**config.mk**
```make
export PLATFORM = sky130hd
export DESIGN_NAME = posit_result_fifo
export DESIGN_NICKNAME = d
export VERILOG_FILES = /design/src/rtl/posit_defines.sv /design/src/rtl/posit_result_ram.sv /design/src/rtl/posit_result_fifo.sv
export SDC_FILE = /design/constraint.sdc
export NUM_CORES = 1
export LEC_CHECK = 0
export CORE_ASPECT_RATIO = 1.2
export CORE_MARGIN = 2
export CORE_UTILIZATION = 60
export CTS_BUF_LIST = sky130_fd_sc_hd__clkbuf_8 sky130_fd_sc_hd__clkbuf_16
export DETAILED_ROUTE_END_ITERATION = 8
export PLACE_DENSITY = 0.83
export SETUP_SLACK_MARGIN = 0.15
export SYNTH_ARGS = -nofsm -noshare
export SYNTH_HDL_FRONTEND = slang
export SYNTH_SLANG_ARGS = --single-unit
export TNS_END_PERCENT = 100
```
**constraint.sdc**
```tcl
create_clock -name clk -period 13.44 [get_ports clk]
set_input_delay 2.688 -clock clk [delete_from_list [all_inputs] [get_ports clk]]
set_output_delay 2.688 -clock clk [all_outputs]
set_load 0.005 [all_outputs]
```
**src/rtl/posit_defines.sv**
```systemverilog
// Shared posit definitions: the 32-bit ES=2 posit width and the packed
// product record that the result FIFO carries.
package posit_defines;

  localparam int NBITS             = 32;
  localparam int RESULT_FIFO_DEPTH = 8;

  typedef struct packed {
    logic [NBITS-1:0] bits;
    logic             inf;
    logic             zero;
  } posit_result_t;

endpackage

```
**src/rtl/posit_result_ram.sv**
```systemverilog
// Register-array storage for the result FIFO: one synchronous write port
// and one asynchronous read port, so the head entry is visible immediately.
module posit_result_ram
  import posit_defines::*;
#(
  parameter int DEPTH = RESULT_FIFO_DEPTH,
  parameter int WIDTH = $bits(posit_result_t),
  parameter int AW    = $clog2(DEPTH)
) (
  input  logic             clk,
  input  logic             we,
  input  logic [AW-1:0]    waddr,
  input  logic [WIDTH-1:0] wdata,
  input  logic [AW-1:0]    raddr,
  output logic [WIDTH-1:0] rdata
);

  logic [WIDTH-1:0] r_mem [DEPTH];

  // Write port: contents are only meaningful once pushed, so no reset.
  always_ff @(posedge clk) begin
    if (we) r_mem[waddr] <= wdata;
  end

  assign rdata = r_mem[raddr];

endmodule

```
**src/rtl/posit_result_fifo.sv**
```systemverilog
// First-word-fall-through buffer for multiplier products with NaR/zero
// statistics and a sticky overflow flag for pushes dropped while full.
module posit_result_fifo
  import posit_defines::*;
#(
  parameter int NBITS_P = NBITS,
  parameter int DEPTH   = RESULT_FIFO_DEPTH,
  parameter int CNTW    = 16,
  parameter int AW      = $clog2(DEPTH),
  parameter int CW      = $clog2(DEPTH) + 1
) (
  input  logic               clk,
  input  logic               reset,
  input  logic [NBITS_P-1:0] in_result,
  input  logic               in_inf,
  input  logic               in_zero,
  input  logic               in_done,
  output logic [NBITS_P-1:0] out_result,
  output logic               out_inf,
  output logic               out_zero,
  output logic               out_valid,
  input  logic               out_ready,
  output logic               full,
  output logic               empty,
  output logic [CW-1:0]      count,
  output logic               overflow,
  output logic [CNTW-1:0]    drop_count,
  output logic [CNTW-1:0]    nar_count,
  output logic [CNTW-1:0]    zero_count
);

  localparam int                WIDTH     = NBITS_P + 2;
  localparam logic [CW-1:0]     DEPTH_CNT = CW'(DEPTH);
  localparam logic [CNTW-1:0]   CNT_MAX   = '1;

  logic [AW-1:0]    r_wr_ptr;
  logic [AW-1:0]    r_rd_ptr;
  logic [CW-1:0]    r_count;
  logic             r_overflow;
  logic [CNTW-1:0]  r_drop_count;
  logic [CNTW-1:0]  r_nar_count;
  logic [CNTW-1:0]  r_zero_count;

  logic             w_full;
  logic             w_empty;
  logic             w_pop;
  logic             w_push_ok;
  logic             w_drop;
  logic             w_we;
  logic [WIDTH-1:0] w_wdata;
  logic [WIDTH-1:0] w_rdata;

  assign w_full    = (r_count == DEPTH_CNT);
  assign w_empty   = (r_count == '0);
  assign w_pop     = ~w_empty & out_ready;
  // A full FIFO can still accept when the head leaves in the same cycle.
  assign w_push_ok = in_done & (~w_full | w_pop);
  assign w_drop    = in_done & w_full & ~w_pop;
  // Reset wins over a concurrent push so nothing lands in storage.
  assign w_we      = w_push_ok & ~reset;
  assign w_wdata   = {in_result, in_inf, in_zero};

  posit_result_ram #(
    .DEPTH (DEPTH),
    .WIDTH (WIDTH),
    .AW    (AW)
  ) u_ram (
    .clk   (clk),
    .we    (w_we),
    .waddr (r_wr_ptr),
    .wdata (w_wdata),
    .raddr (r_rd_ptr),
    .rdata (w_rdata)
  );

  // Pointer and occupancy bookkeeping; pointers wrap naturally at DEPTH.
  always_ff @(posedge clk) begin
    if (reset) begin
      r_wr_ptr <= '0;
      r_rd_ptr <= '0;
      r_count  <= '0;
    end else begin
      if (w_push_ok) r_wr_ptr <= r_wr_ptr + AW'(1);
      if (w_pop)     r_rd_ptr <= r_rd_ptr + AW'(1);
      if (w_push_ok && !w_pop)      r_count <= r_count + CW'(1);
      else if (w_pop && !w_push_ok) r_count <= r_count - CW'(1);
    end
  end

  // Overflow flag and saturating drop/NaR/zero statistics.
  always_ff @(posedge clk) begin
    if (reset) begin
      r_overflow   <= 1'b0;
      r_drop_count <= '0;
      r_nar_count  <= '0;
      r_zero_count <= '0;
    end else begin
      if (w_drop) begin
        r_overflow <= 1'b1;
        if (r_drop_count != CNT_MAX) r_drop_count <= r_drop_count + CNTW'(1);
      end
      if (w_push_ok) begin
        // NaR takes precedence when both flags are raised.
        if (in_inf) begin
          if (r_nar_count != CNT_MAX) r_nar_count <= r_nar_count + CNTW'(1);
        end else if (in_zero) begin
          if (r_zero_count != CNT_MAX) r_zero_count <= r_zero_count + CNTW'(1);
        end
      end
    end
  end

  assign out_result = w_rdata[WIDTH-1:2];
  assign out_inf    = w_rdata[1];
  assign out_zero   = w_rdata[0];
  assign out_valid  = ~w_empty;
  assign full       = w_full;
  assign empty      = w_empty;
  assign count      = r_count;
  assign overflow   = r_overflow;
  assign drop_count = r_drop_count;
  assign nar_count  = r_nar_count;
  assign zero_count = r_zero_count;

endmodule

```
## Word level (Yosys, flattened, before mapping)

Memories as Yosys holds them, arrays and structs flattened. A register that Yosys moved wholly into a read port is not among the register bits.
Cells that the tools add are included.

- Logic and storage cells: 45
- Memories kept: 1
- Register bits after elaboration: 59
- RAM bits: 272

Memory list:

| name | words | bits a word | rd ports | clocked after memory_dff | wr ports | RTL line | source |
|---|---|---|---|---|---|---|---|
| u_ram.r_mem | 8 | 34 | 1 | 1 | 1 | posit_result_ram.sv:18 | `logic [WIDTH-1:0] r_mem [DEPTH];` |

- $add $sub $neg: 7
- Equality and inequality tests: 4
- Mux-type cells: 6
- Bitwise operators: 11
- Reductions and logical operators: 9

Operator list:

| operator | count |
|---|---|
| 16-bit by 1-bit adder with 16-bit output, second input constant | 3 |
| 16-bit inequality test, second input constant | 3 |
| 4-bit two-way mux | 2 |
| 3-bit by 1-bit adder with 3-bit output, second input constant | 2 |
| 3-bit two-way mux | 2 |
| 1-bit bitwise AND | 5 |
| 1-bit NOT | 5 |
| 4-bit by 1-bit adder with 4-bit output, second input constant | 1 |
| 4-bit equality test, second input constant | 1 |
| 4-bit logical NOT | 1 |
| 4-bit AND reduction | 1 |
| 4-bit by 1-bit subtractor with 4-bit output, second input constant | 1 |
| 3-bit AND reduction | 1 |
| 1-bit logical AND | 2 |
| 1-bit logical NOT | 2 |
| 1-bit two-way mux | 2 |
| 2-bit AND reduction | 1 |
| 2-bit nonzero test | 1 |
| 1-bit OR | 1 |

## Longest topological paths before layout

- Depth in word-level cells: 9
- Depth in mapped cells: 11
- Gate-level depth less buffers: 10

## Cells and area by module

Synthesis repeated with hierarchy kept, for this count alone.

- Cells, all modules: 768
- Area total of the unflattened synthesis: 13462.9 µm²

Modules (own cells, without submodules):

| module | cells each | instances | area each (µm²) |
|---|---|---|---|
| posit_result_ram | 407 | 1 | 10402.5 |
| posit_result_fifo | 361 | 1 | 3060.4 |

## Worst setup path before layout

OpenSTA, ideal clock, no wires.

- Path type: input -> register
- Start: input out_ready
- End: memory u_ram.r_mem[0][0] (netlist name) (enable)
- Arrival time: 5.874 ns
- Library setup time: 0.468 ns
- Stages on the path: 4
- Setup slack: 7.099 ns
- Cells stage by stage: clkbuf_1 o21ai_1 or3_1 nor3_1

- Word-level cells in the longest chain between the ends: 6

RTL lines:

| what | RTL line | source |
|---|---|---|
| start, declared | posit_result_fifo.sv:22 | `input logic out_ready,` |
| 1-bit bitwise AND | posit_result_fifo.sv:55 | `assign w_pop = ~w_empty & out_ready;` |
| 1-bit OR | posit_result_fifo.sv:57 | `assign w_push_ok = in_done & (~w_full \| w_pop);` |
| 1-bit bitwise AND | posit_result_fifo.sv:57 |  |
| 1-bit bitwise AND | posit_result_fifo.sv:60 | `assign w_we = w_push_ok & ~reset;` |
| 1-bit two-way mux | posit_result_ram.sv:22 | `if (we) r_mem[waddr] <= wdata;` |
| 1-bit two-way mux (implied by the code) | posit_result_ram.sv:22 |  |
| end, declared | posit_result_ram.sv:18 |  |

No other way between the ends.

==> results.md <==
* Rel. slew slack at 0.1900
* Multi-input gate area at between 3000 and 4000 um^2
* Startpoint Class: register
* Period utilisation layout at 0.4559
* Root Buffer: clkbuf_16
* Status: finished clean
* R2r setup slk at roughly 9900 ps
* Die Ht at about 170 um
* Top Layer Used: met4
* H-Tree Depth at 1
* Clock sinks at between 300 and 400
* Static Leakage at approximately 5 nW
* Worst path arrival time at 3440 ps
* Max-Cap Viols at 0
* Routed wire length on met2 at roughly 14 mm
* Final setup violation count at 0
* Global-route wire length before repair at between 40 and 50 mm
* Met3 wire len at 1.879 mm
* Clock Tree Buf Depth at 3
* Post-synth EDFFs at 272
* Maximum VDD drop at between 100 and 150 uV
* Critical path class: reg2out
* Yosys top cell area share at 0.6104
* Reg2reg start: count[0]$_SDFFE_PP0P_
* Layout filler cell count at ~1300
* 1st-iter DRT viols at between 600 and 700
* Post-Route Setup TNS at 0 ps
* Routed length on met1 at between 10 and 15 mm
* GR Overflow Total at 0
* Vias in the first global route at slightly below 8000
* IO Count at about 130
* Post-CTS Setup Bufs at 0
* Yosys top cell by area: edfxtp_1
* Worst R2R Path Depth at 10
* Hold path depth at 2
* Hold Startpoint: r_rd_ptr[1]$_SDFFE_PP0N_
* Final GP Congestion at about 0.84
* RSZ-0062 raised after global routing: no
* Initial antenna violation count at 0
* YS warnings at 0
* Die area at between 20000 and 25000 um^2
* Fmax at between 150 and 200 MHz
* Mapped cell area at between 10000 and 15000 um^2
* Share of flip-flops with an asynchronous set or reset at 0
* Final layout net count at 960
* Hold_buf cts at 0
* Residual DRC count at 0
* Required time worst endpoint at about 11000 ps
* Detailed placer's ending HPWL at 15.52 mm
* Top cells by area, synth: edfxtp_1 (61%), mux4_2 (11%), dfxtp_1 (9.3%), mux2_2 (3.6%), or4_1 (1.6%)
* Die Width at around 140 um
* Core area at 21780 um^2
* Fraction of layout cells with a size suffix above 1 at 0.2017
* Port-buffer cells at ~130
* Clock slew at reported path FFs at about 60 ps
* Cell Pwr Density at approximately 160 nW/um^2
* Netlist cell types at 52
* Non-Filler Instances at around 1200
* CP Capture Type: output pin
* Post-CTS Resized at 0
* Synth Instances at roughly 780
* Routed WL per cell at roughly 23 um
* Register area share after synthesis at 0.7031
* RR Endpoint: count[3]$_SDFFE_PP0P_
* Dpl cells at around 1200
* Max Slew Vio Count at 0
* Syn nets at around 830
* Clock buffer count from CTS at 31
* Vias per inst at between 6 and 7
* CP max FO at 40
* Gr usage total at 0.2335
* DRT Pass-1 Iters at 5
* Worst-Skew Late Latency at 540 ps
* Total Routed Length at 27.42 mm
* ANT nets after route at 0
* Clk_skew at roughly 9 ps
* # diodes at 0
* Placement Rows at 59
* Final Hold Viols at 0
* Initial Util at 0.6145
* Largest net degree at the start of global routing at 69
* Area Overhead vs Synth at 20.05%
* Register area at between 9000 and 10000 um^2
* Main synth FF type: edfxtp_1
* Slew of the pin with the lowest slew margin at 1202 ps
* TritonCTS clock tree: done
* Avg Cell Area, Syn at ~17 um^2
* Seq cells post-synth at 334
* Via count at 7669
* Min Tclk post-route at 6128 ps
* Type of the tightest min-delay check: reg2reg
## worst max-delay path by stage
stage,startpoint,to,slack [ps],cells after the start
6_report,register,out_result[20],7310,4
5_1_grt,register,out_result[20],7090,4
4_1_cts,register,out_result[20],7240,4
3_5_place_dp,out_ready,count[3]$_SDFFE_PP0P_,7680,10
3_3_place_gp,out_ready,count[3]$_SDFFE_PP0P_,7810,10
2_1_floorplan,out_ready,u_ram.r_mem[0][0]$_DFFE_PP_,7100,4
## cells in the final DEF (no fill, tap or decap), types with 3 or more instances in the layout
cell             count
mux2_2              43
nand4_1             15
a21oi_1             35
and3_1               3
nor2_1              27
mux2i_1              4
nor2_4               6
mux4_2              68
dfxtp_1             59
nand2_1             31
bufinv_16            6
or3_1                6
or4_1               29
nand2b_1             3
clkinv_1             8
clkinv_2             6
o21ai_0              9
nand3_1             19
inv_1               14
o31ai_1             23
xor2_1               4
nor2b_1              9
o311a_1              3
clkinvlp_4           3
ha_1                 8
buf_4               13
clkdlybuf4s50_1    126
clkbuf_16           31
nor4_1               9
o41ai_1              4
edfxtp_1           272
## Yosys cell counts, drive strengths merged (15+ instances only)
| master | count |
|---|---|
| mux4 | 68 |
| a21oi | 35 |
| nor2 | 33 |
| clkbuf | 34 |
| mux2 | 43 |
| nand4 | 15 |
| nand3 | 19 |
| edfxtp | 272 |
| or4 | 30 |
| nand2 | 31 |
| dfxtp | 62 |
| o31ai | 23 |
## layer usage
metal / GRT usage / vias up
li1: - / 3453
met1: 0.2999 / 3886
met2: 0.4145 / 283
met3: 0.03946 / 47
met4: 0.06456 / 0
met5: 0 / -
## where the power goes
group          internal [mW]  leakage [nW]  switching (mW)
logic                  0.305          1.51           0.193
clock network          0.534         0.517           0.366
registers               1.15          2.96          0.0411
## layout make-up
cell class	count	share of cell area
clock buffers	31	0.04829
clock inverters	26	0.01768
inverters	13	0.003038
multi-input cells	393	0.2386
flip-flops and latches	334	0.5861
well taps	274	0.02134
repair buffers	140	0.08490
## flip-flops by register name (all words and copies together) (netlist names), named ones only
signal,count
u_ram.r_mem,272
r_rd_ptr,3
r_wr_ptr,3
nar_count,16
drop_count,16
count,4
zero_count,16
overflow,1
## critical path: stages, from the launching register on
cell and delay [ps]:
dfxtp_4 730, buf_4 710, mux4_2 620, mux2_2 290, clkdlybuf4s50_1 490
## per-stage QoR
| step | setup slack, ps | total power, mW | cell area, um^2 | hold slack [ps] | util |
|---|---|---|---|---|---|
| floorplan | 7099 | 1.518 | 13380 | 454.1 | - |
| global placement | 7812 | 1.705 | 15000 | 455.8 | 0.6890 |
| detailed placement | 7676 | 1.717 | 15000 | 479.2 | 0.6890 |
| CTS | 7241 | 2.611 | 16060 | 487.2 | 0.7377 |
| global route | 7092 | 2.687 | 16060 | 523.8 | 0.7377 |
| finish | 7312 | 2.591 | 16060 | 491.5 | 0.7377 |
## logic make-up after synthesis
kind of cell               synth area share
AOI/OAI and AO/OA                   0.04339
xor gates and xnor gates           0.003927
adders and majority gates          0.008977
buffers and inverters               0.01543
DFF                                  0.7031
muxes                                0.1536
and+or+nand+nor                     0.07153
No activity file was read; power rests on OpenSTA's default activity.
